$ cat src/rtl/dot_arbiter.sv
// dot_arbiter: round-robin sharing of one fixed-latency dot-product pipeline between R requesters,
// with results tagged by requester id and buffered in a credit-protected first-word-fall-through FIFO.
module dot_arbiter #(
    parameter int N     = 4,
    parameter int R     = 4,
    parameter int LAT   = 6,
    parameter int DEPTH = 8
) (
    input  logic                  clock,
    input  logic                  resetn,
    input  logic [R-1:0]          req_valid,
    input  logic [R*N*32-1:0]     req_data,
    output logic [R-1:0]          req_ready,
    output logic [N*32-1:0]       dot_data,
    output logic                  dot_issue,
    input  logic [31:0]           dot_out,
    output logic                  res_valid,
    output logic [31:0]           res_data,
    output logic [$clog2(R)-1:0]  res_id,
    input  logic                  res_ready,
    output logic                  busy
);
    localparam int IW = $clog2(R);
    localparam int AW = $clog2(DEPTH);
    localparam int CW = $clog2(DEPTH + 1);
    localparam logic [IW:0]   R_EXT = (IW + 1)'(R);
    localparam logic [CW-1:0] FULL  = CW'(DEPTH);

    logic [IW-1:0] ptr;
    logic [IW-1:0] grant_id;
    logic [IW-1:0] next_ptr;
    logic [IW-1:0] issue_id;
    logic [IW:0]   cand;
    logic          grant_found;
    logic          grant;
    logic [CW-1:0] credits;
    logic [CW-1:0] fifo_count;
    logic [LAT-1:0] tag_valid;
    logic [IW-1:0] tag_id [LAT];
    logic [AW-1:0] wr_ptr;
    logic [AW-1:0] rd_ptr;
    logic [31:0]   mem_data [DEPTH];
    logic [IW-1:0] mem_id [DEPTH];
    logic          push;
    logic          pop;

    // Rotating priority search: first valid requester at or after ptr, wrapping modulo R.
    always_comb begin
        grant_found = 1'b0;
        grant_id    = '0;
        cand        = '0;
        for (int i = 0; i < R; i++) begin
            cand = {1'b0, ptr} + (IW + 1)'(i);
            if (cand >= R_EXT) begin
                cand = cand - R_EXT;
            end
            if (!grant_found && req_valid[cand[IW-1:0]]) begin
                grant_found = 1'b1;
                grant_id    = cand[IW-1:0];
            end
        end
    end

    // The grant is gated by reset so req_ready drops the instant reset asserts.
    assign grant     = grant_found && (credits != '0) && resetn;
    assign req_ready = grant ? (R'(1) << grant_id) : '0;
    assign next_ptr  = (grant_id == IW'(R - 1)) ? '0 : grant_id + IW'(1);

    assign push      = tag_valid[LAT-1];
    assign pop       = res_valid && res_ready;

    // A credit is taken at grant time and returned when the consumer pops a result.
    always_ff @(posedge clock or negedge resetn) begin
        if (!resetn) begin
            ptr       <= '0;
            dot_issue <= 1'b0;
            dot_data  <= '0;
            issue_id  <= '0;
            credits   <= FULL;
        end else begin
            dot_issue <= grant;
            if (grant) begin
                dot_data <= req_data[int'(grant_id) * N * 32 +: N * 32];
                issue_id <= grant_id;
                ptr      <= next_ptr;
            end
            credits <= credits - CW'(grant) + CW'(pop);
        end
    end

    always_ff @(posedge clock or negedge resetn) begin
        if (!resetn) begin
            tag_valid <= '0;
            for (int i = 0; i < LAT; i++) begin
                tag_id[i] <= '0;
            end
        end else begin
            tag_valid[0] <= dot_issue;
            tag_id[0]    <= issue_id;
            for (int i = 1; i < LAT; i++) begin
                tag_valid[i] <= tag_valid[i-1];
                tag_id[i]    <= tag_id[i-1];
            end
        end
    end

    always_ff @(posedge clock or negedge resetn) begin
        if (!resetn) begin
            wr_ptr     <= '0;
            rd_ptr     <= '0;
            fifo_count <= '0;
        end else begin
            if (push) begin
                wr_ptr <= wr_ptr + AW'(1);
            end
            if (pop) begin
                rd_ptr <= rd_ptr + AW'(1);
            end
            fifo_count <= fifo_count + CW'(push) - CW'(pop);
        end
    end

    always_ff @(posedge clock) begin
        if (push) begin
            mem_data[wr_ptr] <= dot_out;
            mem_id[wr_ptr]   <= tag_id[LAT-1];
        end
    end

    assign res_valid = (fifo_count != '0);
    assign res_data  = res_valid ? mem_data[rd_ptr] : '0;
    assign res_id    = res_valid ? mem_id[rd_ptr] : '0;
    assign busy      = (|tag_valid) || res_valid || dot_issue;

    overflow_check: assert property (@(posedge clock) disable iff (!resetn)
        !(push && !pop && fifo_count == FULL));

endmodule

$ cat config.mk
export PLATFORM = sky130hd
export DESIGN_NAME = dot_arbiter
export DESIGN_NICKNAME = d
export VERILOG_FILES = /design/src/rtl/dot_arbiter.sv
export SDC_FILE = /design/constraint.sdc
export NUM_CORES = 1
export LEC_CHECK = 0
export ABC_AREA = 1
export BUFFER_PORTS_ARGS = -buffer_cell sky130_fd_sc_hd__buf_2
export CAP_MARGIN = 40
export CORE_AREA = 4 4 282 284
export DETAILED_ROUTE_END_ITERATION = 8
export DIE_AREA = 0 0 286 288
export PLACE_DENSITY = 0.5
export SLEW_MARGIN = 20
export SYNTH_ARGS = -nofsm -noshare
export SYNTH_HDL_FRONTEND = slang
export SYNTH_SLANG_ARGS = --single-unit
$ cat constraint.sdc
create_clock -name clock -period 2.5 [get_ports clock]
set_input_delay 0.25 -clock clock [delete_from_list [all_inputs] [get_ports clock]]
set_output_delay 0.25 -clock clock [all_outputs]
set_load 0.02 [all_outputs]
# After elaboration in Yosys (flattened, before gate mapping)
# Memory sizes are Yosys's and may differ from the RTL's.
# Index checks and enable logic that the tools add are counted.
totals:
  n_memories: 2
  ff_bits: 165
  word_cells: 82
  inputBits: 551
  ramBits: 272
mem_list:
  columns: ["memory", "words", "width", "read_ports", "rd_clocked_by_memory_dff", "write_ports", "line", "text"]
  rows:
  - ["mem_data", 8, 32, 1, 0, 1, "42", "logic [31:0] mem_data [DEPTH];"]
  - ["mem_id", 8, 2, 1, 0, 1, "43", "logic [IW-1:0] mem_id [DEPTH];"]
classes:
  n_eq_ne: 1
  n_lt_le_gt_ge: 8
  reduce_logical: 14
  addsub: 14
  shifts: 2
  n_mux: 26
ops:
  columns: ["cell", "n"]
  rows:
  - ["512-bit by 10-bit variable part select with 128-bit output", 1]
  - ["32-bit 2-to-1 mux", 1]
  - ["2-bit 2-to-1 mux", 10]
  - ["2-bit by 3-bit less-than comparator with 1-bit output, second input constant", 4]
  - ["1-bit 2-to-1 mux", 10]
  - ["3-bit >= comparator, second input constant", 3]
  - ["4-bit by 1-bit adder with 4-bit output", 2]
  - ["1-bit binary-select mux with 2-bit select", 4]
  - ["4-bit nonzero test", 2]
  - ["2-bit by 1-bit subtractor with 2-bit output, second input constant", 4]
  - ["4-bit by 1-bit subtractor with 4-bit output", 2]
  - ["2-bit by 2-bit adder with 3-bit output, second input constant", 2]
  - ["3-bit by 1-bit adder with 3-bit output, second input constant", 2]
  - ["1-bit logical AND", 6]
  - ["6-bit OR reduction", 1]
  - ["4-bit 2-to-1 mux", 1]
  - ["1-bit by 2-bit << shifter with 4-bit output, first input constant", 1]
  - ["2-bit by 1-bit adder with 3-bit output, second input constant", 1]
  - ["2-bit by 3-bit >= comparator with 1-bit output, second input constant", 1]
  - ["1-bit zero test", 3]
  - ["2-bit by 1-bit adder with 2-bit output, second input constant", 1]
  - ["2-bit == test, second input constant", 1]
  - ["1-bit logical OR", 2]

# Depth between registers and ports, before layout
depth:
  ltp_word: 18
  depth_mapped: 17
  depth_no_buf: 15

# Worst setup path before layout
# No wires, ideal clock.
synth_path:
  path_kind: "reg-to-reg"
  from: "reg ptr[0]"
  to: "reg credits[2]"
  arrival_ns: 2.594
  path_slack_ns: -0.217
  setup_ns: 0.123
  t_required_ns: 2.377
  n_path_buf: 3
  stages_incl_launch_ff: 18
  path_cell_list: "dfrtp_1 > buf_4 > nand2_1 > nand2_1 > nand2_1 > nand2_1 > nor2_4 > nand3b_1 > nand2_2 > buf_2 > inv_2 > buf_2 > ha_1 > inv_1 > ha_1 > inv_1 > fa_1 > xnor2_1"
synth_between:
  elab_chain_cells: 18
  word_cells_on_any_way: 37
  classes_between: "add/sub (9); order compare (4); mux (16); reduce/logical (8)"
synth_rtl:
  columns: ["item", "line", "text"]
  rows:
  - ["start: declaration", "29", "logic [IW-1:0] ptr;"]
  - ["start signal: assignment", "85", "ptr <= next_ptr;"]
  - ["parallel branches: the longest is 13 deep, another holds 2-bit by 1-bit adder with 3-bit output", null, null]
  - ["1-bit 2-to-1 mux *", "57", "if (!grant_found && req_valid[cand[IW-1:0]]) begin"]
  - ["1-bit logical AND * (2 in a row)", "65", "assign grant = grant_found && (credits != '0) && resetn;"]
  - ["named net grant", "35", "logic grant;"]
  - ["4-bit by 1-bit subtractor with 4-bit output *", "87", "credits <= credits - CW'(grant) + CW'(pop);"]
  - ["4-bit by 1-bit adder with 4-bit output *", "87", null]
  - ["end signal: assignment", "87", null]
  - ["end: declaration", "36", "logic [CW-1:0] credits;"]
# Mark *: on every way through the listed nets, which the timed path passes. The select of a mux whose other input is x is not followed.
# A chain may end at the register's enable or synchronous reset.

# Worst setup path in the final report
layout_path:
  from: "reg ptr[0]"
  to: "out req_ready[2]"
layout_between:
  elab_chain_cells: 17
  word_cells_on_any_way: 41
  classes_between: "add/sub (7); order compare (4); shift (1); mux (21); reduce/logical (8)"
layout_rtl:
  columns: ["item", "line", "text"]
  rows:
  - ["parallel branches: the longest is 16 deep, another holds 2-bit by 1-bit adder with 3-bit output", null, null]
  - ["4-bit 2-to-1 mux *", "66", "assign req_ready = grant ? (R'(1) << grant_id) : '0;"]
  - ["end: declaration", "13", "output logic [R-1:0] req_ready,"]
# Every way passes the cells marked *. The select of a mux whose other input is x is not followed.

==> flow_results.org <==
** Setup path
- CP Data Required Time :: 2.25 ns
- The slowest stage of the critical path belongs to the cell sky130_fd_sc_hd__dfrtp_2.
- Max stage delay on crit path :: 0.45 ns
- Buf+Inv Stages, Crit Path :: 4
- CP arrival :: 2.40 ns
- The worst setup path is captured at a primary output.
- Top fanout value on the critical path :: 6
- The setup path with the least slack is of type reg2out.
- Worst reg2reg setup slack :: -0.05 ns
- Walking the worst path, the cells encountered are clkinvlp_4, nand2_1, nand2_1, nand2_2, nand2_2, nor2_4, nand3b_1, nand3_4, buf_6, ha_4, inv_2, nor2_2, buf_6.
- The cell family contributing the most delay on the critical path is simple AND/OR/NAND/NOR gates.
- Type of origin of the critical path :: flip-flop

** Synth
- Of the total synthesized cell area, the portion taken by full adders, half adders and majority gates is 1.074%.
- The synthesized netlist devotes 5.939% of its cell area to compound gates.
- Distinct cells, synth :: 36
- Syn Area/Cell :: 8.458 um^2
- The most used flip-flop cell after synthesis is sky130_fd_sc_hd__edfxtp_1.
- Share of the synthesized area in the top cell type :: 36.51%
- Counting flops and latches in the post-synthesis netlist gives 437.
- In this run, synthesis inferred 272 flip-flops with an integrated enable.
- Cell types with the highest counts after synthesis :: sky130_fd_sc_hd__nand2_1, sky130_fd_sc_hd__nand3_1, sky130_fd_sc_hd__inv_1
- The share of the Yosys chip area taken by registers is 54.97%.
- Yosys printed 0 warnings.
- When the netlist entered floorplanning its net count stood at 3214.
- Ranked by total cell area, the synthesized netlist is headed by sky130_fd_sc_hd__edfxtp_1, sky130_fd_sc_hd__dfrtp_1, sky130_fd_sc_hd__nand3_1.
- Simple-gate share of the synthesized area :: 28.18%
- Async SR Flop Fraction :: 37.76%
- By area, the combinational part of the netlist is dominated by simple AND/OR/NAND/NOR gates.
- Synthesis handed over a netlist of 2645 instances.
- Summing the areas of all xor and xnor instances in the mapped netlist gives 0.2740% of the synthesized area.
- Mux cell area share after synthesis :: 0%
- The synthesized netlist occupies a cell area of 0.02237 mm^2.
- Leading cell type by number of instances after synthesis :: sky130_fd_sc_hd__nand2_1
- Dominant cell type by area after synthesis :: sky130_fd_sc_hd__edfxtp_1

** Global route
- Wire length of the first global-routing pass :: 153000 um
- The initial antenna violation count is 40.
- GR Util All Layers :: 25.35%
- Largest net degree at the start of global routing :: 157
- The via count of the first global-routing pass is 21.95k.
- The total overflow left after global routing is 0.

** STA
- The worst path in the final design needs a cycle of 2.651 ns, including I/O delays and setup.
- Hold is met by 0.02179 ns.
- Final-report hold violation count :: 0
- Setup repair after global routing could not meet its margin everywhere.
- Max-slew violation count :: 0
- Based on the critical path, the design can be clocked at up to 0.3772 GHz.
- Transition time at the pin with the least slew margin :: 0.7367 ns
- Dividing the final minimum period by the clock period gives 106.0%.
- Measured against its own limit, the worst slew margin works out to 50.89%.
- Setup violations remaining at the end of the flow were counted as 26.
- Worst Setup Slack, final :: -0.1508 ns
- Between clock sinks in the finished design, the worst skew comes to 0.04512 ns.

** Layout
- Fill cell count :: 7647
- After the last flow step, the layout net total stands at 4259.
- Of the cells placed in the final design, the portion with a size suffix greater than 1 is 32.79%.
- Area Overhead vs Synth :: 55.45%

** Routing
- DR WL met2 :: 54500 um
- Number of DRC violations after detailed routing :: 0
- Router iterations before antenna repair :: 5
- For this block, the routed nets add up to 112100 um of wire.
- Detailed-route via count :: 22.84k
- The highest metal layer carrying signal wires in the routed design is met5.
- Antenna Violating Nets Remaining :: 0
- DR iter-0 viols :: 1790
- After detailed routing, the average wire length per cell comes to 23.37 um.
- Number of vias per cell :: 4.763
- WL met3 :: 8152 um
- Met1 layer wirelength in the final routing :: 46110 um

** Placed design
- Global placer's final weighted congestion :: 0.9908
- Once detailed placement completed, the half-perimeter wirelength came to 79050 um.
- Buffers added on ports :: 719

** CTS
- Clock-pin slew reported for the worst setup and hold paths after clock tree synthesis :: 0.06 ns
- The H-tree generated during clock tree synthesis spans 2 levels.
- CTS tree :: built
- At the later pin of the worst-skew pair, clock insertion delay measures 0.63 ns.
- The tree is rooted in a sky130_fd_sc_hd__clkbuf_16.
- Total clock sinks :: 437
- TritonCTS created 51 clock buffers.
- The clock passes through at most 3 buffers.

** Floorplan
- Row generation in the floorplan step produced 102 rows.
- From left edge to right edge, the die measures 286 um.
- Top-level port count :: 720
- Initial standard-cell utilization of the core :: 29.02%
- The region available for standard cell placement spans 0.07708 mm^2.
- Die area :: 0.08237 mm^2
- The floorplan step set the die height to 288 um.

** Pwr
- Sum of internal, switching and leakage power :: 51470 uW
- Static Leakage :: 0.01639 uW
- Power spread over the standard cell area amounts to 1480 mW/mm^2.
- Worst voltage drop across the vdd grid :: 986.1 uV

** Run
- Maxcap violations :: 0

** Outcome
- The checks that failed: setup timing.
- Result of the run :: finished with violations

** Worst hold path
- Hold crit path type :: in2reg
worst min-delay path, cell delays in order:
cell	delay [ns]
sky130_fd_sc_hd__buf_2	0.07
sky130_fd_sc_hd__inv_1	0.03
sky130_fd_sc_hd__nand2_1	0.07
sky130_fd_sc_hd__nand3_2	0.11
sky130_fd_sc_hd__nand3_1	0.08
cells by family after synthesis:
family	Yosys count
adder cells (fa/ha/maj)	18
flip-flops	437
AND/OR/NAND/NOR	1401
buffers and inverters	534
XOR/XNOR	7
AO/OA/AOI/OAI	248
layout make-up:
type / count / area, um^2 / area share, %
clock inverters: 28 / 446.7 / 1.284
multi-input cells: 1674 / 8884 / 25.54
clock buffers: 68 / 1370 / 3.939
flip-flops and latches: 437 / 12310 / 35.38
repair buffers: 1154 / 8962 / 25.77
diodes: 23 / 57.56 / 0.1655
inverters: 371 / 1444 / 4.152
repair inverters: 1 / 7.507 / 0.02159
well taps: 1040 / 1301 / 3.742
sequential cells by signal (all words and copies together), names as in the netlist, 3 cells and up:
| register | cells |
|---|---|
| fifo_count | 4 |
| tag_id | 12 |
| wr_ptr | 3 |
| mem_id | 16 |
| tag_valid | 6 |
| dot_data | 128 |
| mem_data | 256 |
| credits | 4 |
| rd_ptr | 3 |
final timing paths:
kind	from	endpoint	depth (start not counted)
setup reg to reg	ptr[0]$_DFFE_PN0P_	credits[1]$_DFF_PN0_	16
max in group asynchronous	resetn	dot_data[120]$_DFFE_PN0P_	4
setup / recovery	ptr[0]$_DFFE_PN0P_	req_ready[2]	13
hold reg to reg	tag_id[3]$_DFF_PN0_	tag_id[1]$_DFF_PN0_	0
hold / removal	req_data[373]	dot_data[117]$_DFFE_PN0P_	5
min in group asynchronous	resetn	tag_id[1]$_DFF_PN0_	2
layout by cell type (no fill, tap or decap), drive strengths merged, types with 4 or more instances in the layout:
| cell | instances |
|---|---|
| edfxtp | 272 |
| o21ai | 176 |
| a31oi | 34 |
| or2 | 175 |
| o22ai | 34 |
| buf | 882 |
| diode | 23 |
| inv | 372 |
| bufinv | 10 |
| dlygate4sd3 | 255 |
| nor2 | 226 |
| xnor2 | 4 |
| clkbuf | 82 |
| dfrtp | 164 |
| clkinv | 15 |
| nand2 | 562 |
| ha | 16 |
| nand3 | 431 |
power breakdown:
group	internal, uW	switching [uW]	leakage (uW)
logic	12600	19500	0.0111
registers	9930	1240	0.00446
clock network	4920	3270	0.000874
stage by stage:
stage	TNS, ns	setup slack (ns)	cell area [um^2]	instances	utilization (%)
floorplan	-19.85	-0.1459	22430	2645	-
CTS	-3.999	-0.2028	33510	4733	43.48
finish	-1.267	-0.1508	34780	4796	45.12
global route	-10.67	-0.2819	34760	4787	45.09
detailed placement	0	0.03908	27810	4333	36.07
global placement	0	0.05289	27780	4332	36.04
routing by layer:
metal	up-vias	track usage, %
met5	-	0
met4	22	6.768
met3	197	5.202
met2	880	42.18
met1	11080	33.75
li1	10670	-
repair_timing:
action                                 CTS  global route
setup buffers                           33            35
resized for setup                      222           226
setup endpoints to repair               35           146
hold buffers                           255             0
gates cloned                            16            14
endpoints found under the hold margin  385             0
pin swaps                               58            92
Power figures use the tool's default switching activity.
